[config.mk]
export PLATFORM = sky130hd
export DESIGN_NAME = bit_check_sequencer_flat
export DESIGN_NICKNAME = d
export VERILOG_FILES = /design/src/rtl/bit_check_sequencer_pkg.sv /design/src/rtl/bit_check_sequencer_if.sv /design/src/rtl/bit_check_sequencer_load_counter.sv /design/src/rtl/bit_check_sequencer.sv /design/src/flat_wrapper.sv
export SDC_FILE = /design/constraint.sdc
export NUM_CORES = 1
export LEC_CHECK = 0
export CORE_MARGIN = 10
export CORE_UTILIZATION = 47
export DETAILED_ROUTE_END_ITERATION = 6
export PLACE_DENSITY = 0.73
export SLEW_MARGIN = 15
export SYNTH_ARGS = -nofsm -noshare
export SYNTH_HDL_FRONTEND = slang
export SYNTH_SLANG_ARGS = --single-unit
[constraint.sdc]
create_clock -name clk -period 4.55 [get_ports clk]
set_input_delay 0.91 -clock clk [delete_from_list [all_inputs] [get_ports clk]]
set_output_delay 0.91 -clock clk [all_outputs]
set_load 0.1 [all_outputs]
[src/rtl/bit_check_sequencer_pkg.sv]
// bit_check_sequencer_pkg
//   Shared types and defaults for the bit check sequencer slice.
//   - state_t        : FSM state encoding (IDLE=0, SETTLE=1, SAMPLE=2, REPORT=3)
//   - DEFAULT_*      : default settle window, sample window and error counter width
//   - max_int()      : constant helper used to size the shared window counter
package bit_check_sequencer_pkg;

  typedef enum logic [1:0] {
    ST_IDLE   = 2'd0,
    ST_SETTLE = 2'd1,
    ST_SAMPLE = 2'd2,
    ST_REPORT = 2'd3
  } state_t;

  localparam int DEFAULT_SETTLE  = 10;
  localparam int DEFAULT_SAMPLES = 8;
  localparam int DEFAULT_CNT_W   = 4;

  function automatic int max_int(input int a, input int b);
    return (a > b) ? a : b;
  endfunction

endpackage

[src/rtl/bit_check_sequencer_if.sv]
// bit_check_sequencer_if
//   Bundles the run request, the observed component bit and the result
//   signals of the bit check sequencer.
//   Signals:
//     start      run request (level sampled, accepted only when idle)
//     exp_val    expected level of dut_bit, captured at acceptance
//     dut_bit    output of the component under check
//     busy       run in progress (acceptance through done cycle)
//     done       one-cycle end-of-run pulse
//     pass/fail  result of the last run, held until the next acceptance
//     err_count  saturating mismatch count of the last/current run
//   Modports:
//     master : board side / bench, drives start, exp_val, dut_bit
//     slave  : the sequencer itself
interface bit_check_sequencer_if
  import bit_check_sequencer_pkg::*;
#(
  parameter int CNT_W = DEFAULT_CNT_W
);

  logic             start;
  logic             exp_val;
  logic             dut_bit;
  logic             busy;
  logic             done;
  logic             pass;
  logic             fail;
  logic [CNT_W-1:0] err_count;

  modport master (
    output start, exp_val, dut_bit,
    input  busy, done, pass, fail, err_count
  );

  modport slave (
    input  start, exp_val, dut_bit,
    output busy, done, pass, fail, err_count
  );

endinterface

[src/rtl/bit_check_sequencer_load_counter.sv]
// load_counter
//   Loadable down-counter with a zero flag. The sequencer reuses one
//   instance for both the settle and the sample window.
//   Ports:
//     clk       rising-edge clock
//     rst       asynchronous active-high reset (count -> 0)
//     load      load load_val (takes priority over dec)
//     load_val  value to load
//     dec       decrement by one; holds at zero
//     zero      high while the count is zero
module load_counter
  import bit_check_sequencer_pkg::*;
#(
  parameter int WIDTH = 4
) (
  input  logic             clk,
  input  logic             rst,
  input  logic             load,
  input  logic [WIDTH-1:0] load_val,
  input  logic             dec,
  output logic             zero
);

  logic [WIDTH-1:0] count;

  always_ff @(posedge clk or posedge rst) begin
    if (rst) begin
      count <= '0;
    end else if (load) begin
      count <= load_val;
    end else if (dec && (count != '0)) begin
      count <= count - 1'b1;
    end
  end

  assign zero = (count == '0);

endmodule

[src/rtl/bit_check_sequencer.sv]
// bit_check_sequencer
//   On-chip self-check for single-bit constant-output components. A run
//   waits SETTLE cycles, then compares dut_bit against the captured
//   expected level on SAMPLES consecutive edges and reports pass/fail and
//   a saturating mismatch count. Start-to-done latency is SETTLE+SAMPLES
//   edges; done is a single-cycle pulse in the REPORT state.
//   Parameters:
//     SETTLE   cycles ignored after acceptance (0 = sample immediately)
//     SAMPLES  number of sampled edges (>= 1)
//     CNT_W    err_count width; must match the connected interface
//   Ports:
//     clk   rising-edge clock
//     rst   asynchronous active-high reset, aborts any run
//     bus   bit_check_sequencer_if.slave (start/exp_val/dut_bit in,
//           busy/done/pass/fail/err_count out)
module bit_check_sequencer
  import bit_check_sequencer_pkg::*;
#(
  parameter int SETTLE  = DEFAULT_SETTLE,
  parameter int SAMPLES = DEFAULT_SAMPLES,
  parameter int CNT_W   = DEFAULT_CNT_W
) (
  input  logic                   clk,
  input  logic                   rst,
  bit_check_sequencer_if.slave   bus
);

  localparam int               CTR_W       = $clog2(max_int(SETTLE, SAMPLES) + 1);
  localparam logic [CTR_W-1:0] SETTLE_LOAD = CTR_W'((SETTLE > 0) ? SETTLE - 1 : 0);
  localparam logic [CTR_W-1:0] SAMPLE_LOAD = CTR_W'(SAMPLES - 1);
  localparam logic [CNT_W-1:0] ERR_MAX     = '1;

  state_t           state;
  state_t           state_next;

  logic             ctr_load;
  logic [CTR_W-1:0] ctr_load_val;
  logic             ctr_dec;
  logic             ctr_zero;

  logic             accept;
  logic             sample_en;
  logic             last_sample;
  logic             mismatch;

  logic             exp_q;
  logic [CNT_W-1:0] err_q;
  logic [CNT_W-1:0] err_next;
  logic             pass_q;
  logic             fail_q;

  // The counter is loaded with window-1 so that the zero flag marks the
  // final edge of each window, letting the FSM leave on that same edge.
  load_counter #(
    .WIDTH (CTR_W)
  ) u_window_ctr (
    .clk      (clk),
    .rst      (rst),
    .load     (ctr_load),
    .load_val (ctr_load_val),
    .dec      (ctr_dec),
    .zero     (ctr_zero)
  );

  always_ff @(posedge clk or posedge rst) begin
    if (rst) begin
      state <= ST_IDLE;
    end else begin
      state <= state_next;
    end
  end

  always_comb begin
    state_next   = state;
    ctr_load     = 1'b0;
    ctr_load_val = SAMPLE_LOAD;
    ctr_dec      = 1'b0;
    accept       = 1'b0;
    sample_en    = 1'b0;
    last_sample  = 1'b0;
    case (state)
      ST_IDLE: begin
        if (bus.start) begin
          accept   = 1'b1;
          ctr_load = 1'b1;
          if (SETTLE > 0) begin
            ctr_load_val = SETTLE_LOAD;
            state_next   = ST_SETTLE;
          end else begin
            ctr_load_val = SAMPLE_LOAD;
            state_next   = ST_SAMPLE;
          end
        end
      end
      ST_SETTLE: begin
        if (ctr_zero) begin
          ctr_load     = 1'b1;
          ctr_load_val = SAMPLE_LOAD;
          state_next   = ST_SAMPLE;
        end else begin
          ctr_dec = 1'b1;
        end
      end
      ST_SAMPLE: begin
        sample_en = 1'b1;
        if (ctr_zero) begin
          last_sample = 1'b1;
          state_next  = ST_REPORT;
        end else begin
          ctr_dec = 1'b1;
        end
      end
      ST_REPORT: begin
        state_next = ST_IDLE;
      end
      default: begin
        state_next = ST_IDLE;
      end
    endcase
  end

  // Saturating increment: because the count can never wrap, err_next==0
  // at the last sample is exactly "no mismatch in this run".
  assign mismatch = sample_en && (bus.dut_bit != exp_q);
  assign err_next = (mismatch && (err_q != ERR_MAX)) ? err_q + CNT_W'(1) : err_q;

  always_ff @(posedge clk or posedge rst) begin
    if (rst) begin
      exp_q  <= 1'b0;
      err_q  <= '0;
      pass_q <= 1'b0;
      fail_q <= 1'b0;
    end else if (accept) begin
      exp_q  <= bus.exp_val;
      err_q  <= '0;
      pass_q <= 1'b0;
      fail_q <= 1'b0;
    end else if (sample_en) begin
      err_q <= err_next;
      if (last_sample) begin
        pass_q <= (err_next == '0);
        fail_q <= (err_next != '0);
      end
    end
  end

  assign bus.busy      = (state != ST_IDLE);
  assign bus.done      = (state == ST_REPORT);
  assign bus.pass      = pass_q;
  assign bus.fail      = fail_q;
  assign bus.err_count = err_q;

endmodule

[src/flat_wrapper.sv]
// flat-port wrapper written by rule: the top's interface ports become plain ports
module bit_check_sequencer_flat import bit_check_sequencer_pkg::*;
#(
  parameter int SETTLE  = DEFAULT_SETTLE,
  parameter int SAMPLES = DEFAULT_SAMPLES,
  parameter int CNT_W   = DEFAULT_CNT_W
)
  (clk, rst, bus_start, bus_exp_val, bus_dut_bit, bus_busy, bus_done, bus_pass, bus_fail, bus_err_count);
  bit_check_sequencer_if #(.CNT_W(CNT_W)) bus_i ();
  input  logic clk;
  input  logic rst;
  input wire logic [$bits(bus_i.start)-1:0] bus_start;
  input wire logic [$bits(bus_i.exp_val)-1:0] bus_exp_val;
  input wire logic [$bits(bus_i.dut_bit)-1:0] bus_dut_bit;
  output wire logic [$bits(bus_i.busy)-1:0] bus_busy;
  output wire logic [$bits(bus_i.done)-1:0] bus_done;
  output wire logic [$bits(bus_i.pass)-1:0] bus_pass;
  output wire logic [$bits(bus_i.fail)-1:0] bus_fail;
  output wire logic [$bits(bus_i.err_count)-1:0] bus_err_count;
  assign bus_i.start = bus_start;
  assign bus_i.exp_val = bus_exp_val;
  assign bus_i.dut_bit = bus_dut_bit;
  assign bus_busy = bus_i.busy;
  assign bus_done = bus_i.done;
  assign bus_pass = bus_i.pass;
  assign bus_fail = bus_i.fail;
  assign bus_err_count = bus_i.err_count;
  bit_check_sequencer #(.SETTLE(SETTLE), .SAMPLES(SAMPLES), .CNT_W(CNT_W)) u_core (.clk(clk), .rst(rst), .bus(bus_i));
endmodule
==> flow_metrics.tcl, run 1 <==
set metrics [dict create \
    via_per_inst 5.529 \
    cts.sink_count 13 \
    regArea_um2 325.3 \
    synth_area_leader_cell "dfrtp_1" \
    grt_pass1_vias 647 \
    drv_cap 0 \
    syn_avg_cell_area_um2 10.04 \
    cp_max_fo 3 \
    fin_cells 121 \
    final_common_cell "dfrtp_1" \
    ant_nets 0 \
    dieWidth_um 62.36 \
    period_minus_slack_ns 3.115 \
    end_kind "output port" \
    grt_pass1_wl_um 2994 \
    insertion_delay_ns 0.28 \
    gr-total-overflow 0 \
    port-buffer-count 12 \
    grt_antenna_before_repair 0 \
    worst_pin_slew_ns 0.9729 \
    r2r_cells 6 \
    path_class "register to output port" \
    layout-drive-gt1-share 0.1042 \
    clockBufferDepth 2 \
    dp_hpwl_um 1279 \
    ys_seq_area_frac 0.3858 \
    final.period_utilization 0.6846 \
    nNetsFinal 108 \
    rsz0062_at_grt "false" \
    grt_max_degree 14 \
    dpl_cell_area_um2 977.2 \
    status "completed" \
    hp-class "register to register" \
    worstSetupStartpointType "register" \
    whs_path_depth 2 \
    synth_nets 95 \
    syn_to_final_growth_pct 18.99 \
    synth_cells 84 \
    ys_ff_latch 13 \
    netlist_area_um2 843.3 \
    yosysWarnings 0 \
    slew_headroom 0.3494 \
    fin_area_um2 1003 \
    rr_endpoint "u_core.u_window_ctr.count[2]$_DFFE_PP0P_" \
    drt_iter0_markers 23 \
    finalWirelength_um 1773 \
    antenna_cells 0 \
    required_ns 3.64 \
    r2r_start "u_core.u_window_ctr.count[0]$_DFFE_PP0P_" \
    worstPathArrival_ns 2.21 \
    track_usage 0.09024 \
    reg2reg_slack_ns 2.69 \
    finClkSkew_ns 0.0007142 \
    gp_congestion 0.7398 \
    critPathSlowestCell "clkdlybuf4s50_1" \
    drt_pass1_iterations 4 \
    synth.top_cells.by_area "dfrtp_1 (39%), ha_1 (8.9%), a21oi_1 (3.6%), inv_1 (3.6%), nand3_1 (3.0%)" \
    critPathMaxStageDelay_ns 1.14 \
    die_h_um 62.36 \
    hold_path_startpoint "u_core.bus.pass$_DFFE_PP0P_" \
    hold_viol_final 0 \
    vias 669 \
    crit_top_cell "inv_1" \
    post-cts-setup-buffer-count 0 \
    slew_viol_final 0 \
    tns_ns 0 \
    fillers 143 \
    ios 13 \
    routedWlPerCell_um 14.65 \
    mostFrequentLayoutCells "dfrtp_1 (13), clkdlybuf4s50_1 (12), inv_1 (8)" \
    clk_transition_reported_paths_ns 0.08 \
    synthDistinctLibCells 38 \
    drcViolationCount 0 \
    netlist.area_leader.share 0.3858 \
    path_cells "inv_1, ha_1, inv_1, clkdlybuf4s50_1" \
    cts_hold_buffers 0 \
    htreeDepth 1 \
    cts_tree "done" \
    multi_input_area_um2 470.5 \
    initial_core_util 0.4938 \
    cts_resized 0 \
    placedCellCount 117 \
    row_count 15 \
    holdPathEnd "u_core.bus.pass$_DFFE_PP0P_" \
    setup_viol 0 \
    numCtsBuffers 3 \
    core_area_um2 1708 \
    dieArea_um2 3889 \
    fmax_mhz 321.0 \
    clockRootBuffer "clkbuf_4" \
]
final cells by class:
type / count / share of cell area
Multi-Input combinational cell: 59 / 0.4688
Tap cell: 25 / 0.03117
Timing Repair Buffer: 12 / 0.1197
Clock buffer: 4 / 0.02618
Sequential cell: 13 / 0.3242
Inverter: 8 / 0.02993
state kept, by name, summed over array words and instances, names as in the netlist:
| name | count |
|---|---|
| u_core.bus.err_count | 4 |
| u_core.bus.fail | 1 |
| u_core.bus.pass | 1 |
| u_core.exp_q | 1 |
| u_core.state | 2 |
| u_core.u_window_ctr.count | 4 |
how the worst max path moves through the flow:
stage,endpoint,slack (ns),start,cells past startpoint
finish,bus_busy,1.43,u_core.state[0]$_DFFE_PP0P_,4
global route,bus_busy,1.34,u_core.state[0]$_DFFE_PP0P_,4
CTS,bus_busy,1.43,u_core.state[0]$_DFFE_PP0P_,4
detailed placement,bus_busy,1.73,u_core.state[0]$_DFFE_PP0P_,4
global placement,bus_busy,1.80,u_core.state[0]$_DFFE_PP0P_,4
floorplan,u_core.bus.pass$_DFFE_PP0P_,2.32,u_core.bus.err_count[1]$_DFFE_PP0P_,5
synthesized netlist by cell type, drive strengths merged:
| cell type | instances |
|---|---|
| o2111a | 1 |
| a221oi | 2 |
| nor2b | 1 |
| mux2 | 2 |
| and3 | 1 |
| or2 | 1 |
| xor2 | 2 |
| nand4bb | 1 |
| a21oi | 6 |
| ha | 6 |
| o31a | 1 |
| and2 | 4 |
| nor3 | 2 |
| and4b | 1 |
| clkbuf | 2 |
| o21bai | 1 |
| nor4bb | 1 |
| nor2 | 4 |
| or3 | 1 |
| inv | 8 |
| a211o | 1 |
| nand2 | 2 |
| nand3 | 5 |
| o21a | 1 |
| buf | 2 |
| mux2i | 3 |
| o311a | 1 |
| a311oi | 1 |
| or3b | 1 |
| a211oi | 3 |
| o21ai | 3 |
| dfrtp | 13 |
kinds of logic (layout without fill, tap and decap cells):
kind of cell,after synthesis,after routing,share of synthesized area
simple gates,25,25,0.1795
compound gates,21,21,0.1825
buf+inv,12,24,0.05639
flops,13,13,0.3858
xor+xnor,2,2,0.02968
mux,5,5,0.07715
fa+ha+maj,6,6,0.08902
metrics by stage:
step / worst slack, ns / util / hold WS, ns
after global placement: 1.797 / 0.5722 / 0.5133
after floorplan: 2.315 / - / 0.4991
final: 1.435 / 0.5875 / 0.5605
after detailed placement: 1.735 / 0.5722 / 0.5263
after global routing: 1.339 / 0.5875 / 0.5956
after CTS: 1.430 / 0.5875 / 0.5425
worst max-delay path, delay by kind of cell (launching register included):
| kind | cells | cell delay (ns) |
|---|---|---|
| adder cells (fa/ha/maj) | 1 | 0.23 |
| buffers and inverters | 3 | 1.31 |
| flip-flops | 1 | 0.39 |
per-layer routing:
| layer | track usage | vias up | share of wire |
|---|---|---|---|
| met5 | 0 | - | 0 |
| met4 | 0.03631 | 0 | 0.0096 |
| met3 | 0.02867 | 4 | 0.064 |
| met2 | 0.1410 | 22 | 0.47 |
| met1 | 0.1115 | 314 | 0.45 |
| li1 | - | 329 | - |
Power of run 1 is left out: the tool's default activity adds up to more than one toggle a clock period on the data nets, which glitch-free logic cannot reach.
==> run 2, diff against run 1 <==
- CORE_UTILIZATION: 47 -> 46
- PLACE_DENSITY: 0.73 -> 0.75
- clock period: 4.55 -> 2.67 ns (I/O delays scaled with it)
==> flow_metrics.tcl, run 2 (synthesis results as in run 1) <==
set metrics [dict create \
    status "completed" \
    nNetsFinal 108 \
    final.period_utilization 0.7031 \
    htreeDepth 1 \
    post-cts-setup-buffer-count 0 \
    final_common_cell "dfrtp_1" \
    drt_pass1_iterations 4 \
    port-buffer-count 12 \
    via_per_inst 5.339 \
    dieArea_um2 3946 \
    syn_to_final_growth_pct 16.62 \
    insertion_delay_ns 0.28 \
    gp_congestion 0.8540 \
    layout-drive-gt1-share 0.1875 \
    critPathMaxStageDelay_ns 0.38 \
    worstPathArrival_ns 1.34 \
    track_usage 0.08539 \
    path_cells "inv_1, ha_1, inv_1, buf_4" \
    tns_ns 0 \
    fin_ws_ns 0.7927 \
    hold_viol_final 0 \
    numCtsBuffers 3 \
    drv_cap 0 \
    gr-total-overflow 0 \
    hp-class "register to register" \
    r2r_cells 6 \
    fmax_mhz 532.7 \
    drt_iter0_markers 15 \
    clk_transition_reported_paths_ns 0.08 \
    path_class "register to output port" \
    crit_top_cell "inv_1" \
    crit_end "bus_busy" \
    die_h_um 62.82 \
    cp_max_fo 3 \
    cts_resized 0 \
    grt_pass1_wl_um 2794 \
    core_area_um2 1727 \
    slew_headroom 0.6611 \
    dp_hpwl_um 1201 \
    dpl_worst_slack_ns 0.6224 \
    clockBufferDepth 2 \
    cts.sink_count 13 \
    row_count 15 \
    critical_path.top_delay_family "buffers and inverters" \
    slew_viol_final 0 \
    worst-path-stages 4 \
    fin_cells 121 \
    rsz0062_at_grt "false" \
    finClkSkew_ns 0.005149 \
    rr_endpoint "u_core.u_window_ctr.count[2]$_DFFE_PP0P_" \
    finalWirelength_um 1631 \
    grt_max_degree 14 \
    cts_hold_buffers 0 \
    cts_tree "done" \
    ios 13 \
    antenna_cells 0 \
    clockRootBuffer "clkbuf_4" \
    r2r_start "u_core.u_window_ctr.count[0]$_DFFE_PP0P_" \
    period_minus_slack_ns 1.877 \
    end_kind "output port" \
    critPathSlowestCell "dfrtp_1" \
    worstSetupStartpointType "register" \
    hold_slack_ns 0.5411 \
    grt_pass1_vias 646 \
    setup_viol 0 \
    initial_core_util 0.4884 \
    drcViolationCount 0 \
    mostFrequentLayoutCells "dfrtp_1 (13), inv_1 (8), buf_4 (8)" \
    routedWlPerCell_um 13.48 \
    ant_nets 0 \
    reg2reg_slack_ns 0.83 \
    critical_path.startpoint "u_core.state[0]$_DFFE_PP0P_" \
    grt_antenna_before_repair 0 \
    worst_pin_slew_ns 0.5078 \
    crit_buf_inv 3 \
    vias 646 \
    dieWidth_um 62.82 \
    placedCellCount 117 \
    required_ns 2.14 \
]
## run 2: cell types whose count changed in the layout (fill, tap and decap cells not counted)
cell / before / now
buf_4: 0 / 8
clkdlybuf4s50_1: 12 / 4
## run 2: cell type report
cell class	instances	area [um^2]
fillers	156	743.2
multi-input cells	59	470.5
flip-flops and latches	13	325.3
repair buffers	12	100.1
well taps	25	31.28
inverters	8	30.03
clock buffers	4	26.28
## run 2: through the flow
step           utilization  instance area (um^2)
2_1_floorplan            -                 843.3
5_1_grt             0.5696                 983.4
6_report            0.5696                 983.4
3_3_place_gp        0.5543                 957.2
3_5_place_dp        0.5543                 957.2
4_1_cts             0.5696                 983.4
## run 2: worst reg2reg max path: stages, from the launching register on
cell,delay (ns)
dfrtp_1,0.38
inv_1,0.09
ha_1,0.21
or3b_4,0.43
mux2i_4,0.21
or3_1,0.31
a21oi_1,0.14
## run 2: worst min path at each step
| stage | start | endpoint | slack (ns) | cells past startpoint |
|---|---|---|---|---|
| finish | u_core.u_window_ctr.count[3]$_DFFE_PP0P_ | u_core.u_window_ctr.count[3]$_DFFE_PP0P_ | 0.54 | 1 |
| global route | u_core.u_window_ctr.count[3]$_DFFE_PP0P_ | u_core.u_window_ctr.count[3]$_DFFE_PP0P_ | 0.56 | 1 |
| CTS | u_core.u_window_ctr.count[3]$_DFFE_PP0P_ | u_core.u_window_ctr.count[3]$_DFFE_PP0P_ | 0.54 | 1 |
| detailed placement | u_core.u_window_ctr.count[3]$_DFFE_PP0P_ | u_core.u_window_ctr.count[3]$_DFFE_PP0P_ | 0.52 | 1 |
| global placement | u_core.u_window_ctr.count[3]$_DFFE_PP0P_ | u_core.u_window_ctr.count[3]$_DFFE_PP0P_ | 0.52 | 1 |
| floorplan | rst | u_core.bus.err_count[0]$_DFFE_PP0P_ | 0.41 | 1 |
## run 2: layer usage
metal	vias to the layer above	wire, um	share of wire	track usage
li1	328	-	-	-
met1	297	800	0.49	0.1016
met2	16	724	0.44	0.1308
met3	5	60	0.037	0.02151
met4	0	44	0.027	0.05866
met5	-	0	0	0
Power of run 2 is left out for the same reason.
==> run 3, diff against run 2 <==
- clock period: 2.67 -> 1.6 ns (I/O delays scaled with it)
==> flow_metrics.tcl, run 3 (synthesis results as in run 1) <==
set metrics [dict create \
    final.period_utilization 1.105 \
    pwr_density_cell_nw_per_um2 2357 \
    htreeDepth 1 \
    cp_max_fo 4 \
    core_area_um2 1727 \
    critPathMaxStageDelay_ns 0.41 \
    syn_to_final_growth_pct 51.19 \
    insertion_delay_ns 0.29 \
    initial_core_util 0.4884 \
    cts_tree "done" \
    p_seq_frac 0.207 \
    setup_viol 4 \
    drt_iter0_markers 17 \
    layout-drive-gt1-share 0.4722 \
    hold_viol_final 0 \
    fin_ws_ns -0.1681 \
    hp-class "input port to async pin" \
    numCtsBuffers 3 \
    ios 13 \
    worst_pin_slew_ns 0.4948 \
    dieArea_um2 3946 \
    grt_pass1_wl_um 3374 \
    period_minus_slack_ns 1.768 \
    mostFrequentLayoutCells "buf_4 (11), buf_12 (8), dfrtp_1 (8)" \
    crit_buf_inv 1 \
    path_class "register to register" \
    regArea_um2 339.1 \
    critPathSlowestCell "or3b_4" \
    p_int_uw 1580 \
    final_common_cell "buf_4" \
    path_cells "inv_2, ha_4, or3b_4, mux2i_4, or3_1, a21oi_2" \
    ir_drop_mv 1.753 \
    status "finished, violations left" \
    switchingPower_uw 1425 \
    die_h_um 62.82 \
    gr-total-overflow 0 \
    antenna_cells 0 \
    critical_path.top_delay_family "simple AND/OR/NAND/NOR gates" \
    violations "negative setup slack" \
    required_ns 1.82 \
    clockRootBuffer "clkbuf_4" \
    p_leak_uw 0.0005289 \
    cts_hold_buffers 0 \
    vias 734 \
    drt_pass1_iterations 4 \
    dieWidth_um 62.82 \
    rsz0062_at_grt "true" \
    clk_transition_reported_paths_ns 0.09 \
    drv_cap 0 \
    routedWlPerCell_um 14.89 \
    clockBufferDepth 2 \
    fmax_mhz 565.6 \
    multi_input_area_um2 550.5 \
    dpl_worst_slack_ns -0.2985 \
    slew_headroom 0.6698 \
    worstSetupStartpointType "register" \
    track_usage 0.1059 \
    grt_pass1_vias 726 \
    slew_viol_final 0 \
    nNetsFinal 120 \
    cts.sink_count 13 \
    drcViolationCount 0 \
    end_kind "register" \
    dp_hpwl_um 1427 \
    placedCellCount 126 \
    ant_nets 0 \
    clockPowerShare 0.072 \
    finClkSkew_ns 0.005161 \
    fillers 124 \
    via_per_inst 5.519 \
    finalWirelength_um 1980 \
    gp_congestion 0.8380 \
    port-buffer-count 12 \
    switching_share 0.4742 \
    grt_antenna_before_repair 0 \
    fin_cells 133 \
    grt_max_degree 14 \
    row_count 15 \
    p_comb_frac 0.721 \
    worstPathArrival_ns 1.99 \
]
[run 3: cell types whose count changed in the layout (fill, tap and decap cells not counted), sizes merged]
cell      previous run  this run
buf                  8        20
clkinvlp             0         1
inv                  8         7
[run 3: final cells by class]
cell class / instances / share of cell area
multi-input combinational: 59 / 0.4318
clock buffer: 4 / 0.02061
tap: 25 / 0.02453
sequential: 13 / 0.2659
timing repair buffer: 24 / 0.2306
inverter: 8 / 0.02650
[run 3: power groups by stage]
| stage | Combinational (uW) | Sequential (uW) | Clock (uW) |
|---|---|---|---|
| floorplan | 1140 | 869 | 0 |
| global placement | 1990 | 616 | 0 |
| detailed placement | 2030 | 623 | 0 |
| CTS | 2090 | 613 | 213 |
| global route | 2310 | 643 | 233 |
| finish | 2170 | 621 | 217 |
[run 3: worst register-to-register path, cell delays in order (launching register included)]
cell and delay (ns):
dfrtp_1 0.39, inv_2 0.08, ha_4 0.12, or3b_4 0.41, mux2i_4 0.21, or3_1 0.34
a21oi_2 0.14
[run 3: path summary, 6_finish.rpt]
kind / start / to / slack [ns] / cells past startpoint
setup / recovery: u_core.u_window_ctr.count[0]$_DFFE_PP0P_ / u_core.u_window_ctr.count[2]$_DFFE_PP0P_ / -0.17 / 6
hold / removal: rst / u_core.exp_q$_DFFE_PP0P_ / 0.35 / 2
setup reg to reg: u_core.u_window_ctr.count[0]$_DFFE_PP0P_ / u_core.u_window_ctr.count[2]$_DFFE_PP0P_ / -0.17 / 6
hold reg to reg: u_core.u_window_ctr.count[3]$_DFFE_PP0P_ / u_core.u_window_ctr.count[3]$_DFFE_PP0P_ / 0.56 / 1
max in group asynchronous: rst / u_core.bus.err_count[1]$_DFFE_PP0P_ / 0.87 / 2
min in group clk: u_core.u_window_ctr.count[3]$_DFFE_PP0P_ / u_core.u_window_ctr.count[3]$_DFFE_PP0P_ / 0.56 / 1
[run 3: per-layer routing]
metal,vias to the layer above,global-route usage,part of all wire
met4,0,0.05866,0.032
li1,353,-,-
met5,-,0,0
met2,19,0.1500,0.44
met3,6,0.03943,0.056
met1,356,0.1335,0.47
[run 3: per-stage QoR]
step	TNS (ns)	cell area (um^2)	total power, uW	hold slack [ns]	util
detailed placement	-1.222	1186	2649	0.5289	0.6870
finish	-0.2538	1275	3005	0.3472	0.7384
global route	-0.7316	1275	3186	0.4080	0.7384
global placement	-0.8692	1186	2601	0.5299	0.6870
floorplan	-0.4356	904.6	2010	0.1970	-
CTS	-0.2836	1234	2918	0.3745	0.7145
[run 3: repair_timing]
action | CTS | global route
gates resized for setup | 3 | 8
pin swaps | 5 | 6
setup buffers | 2 | 1
setup endpoints to repair | 8 | 9
(Power assumes the default switching activity.)
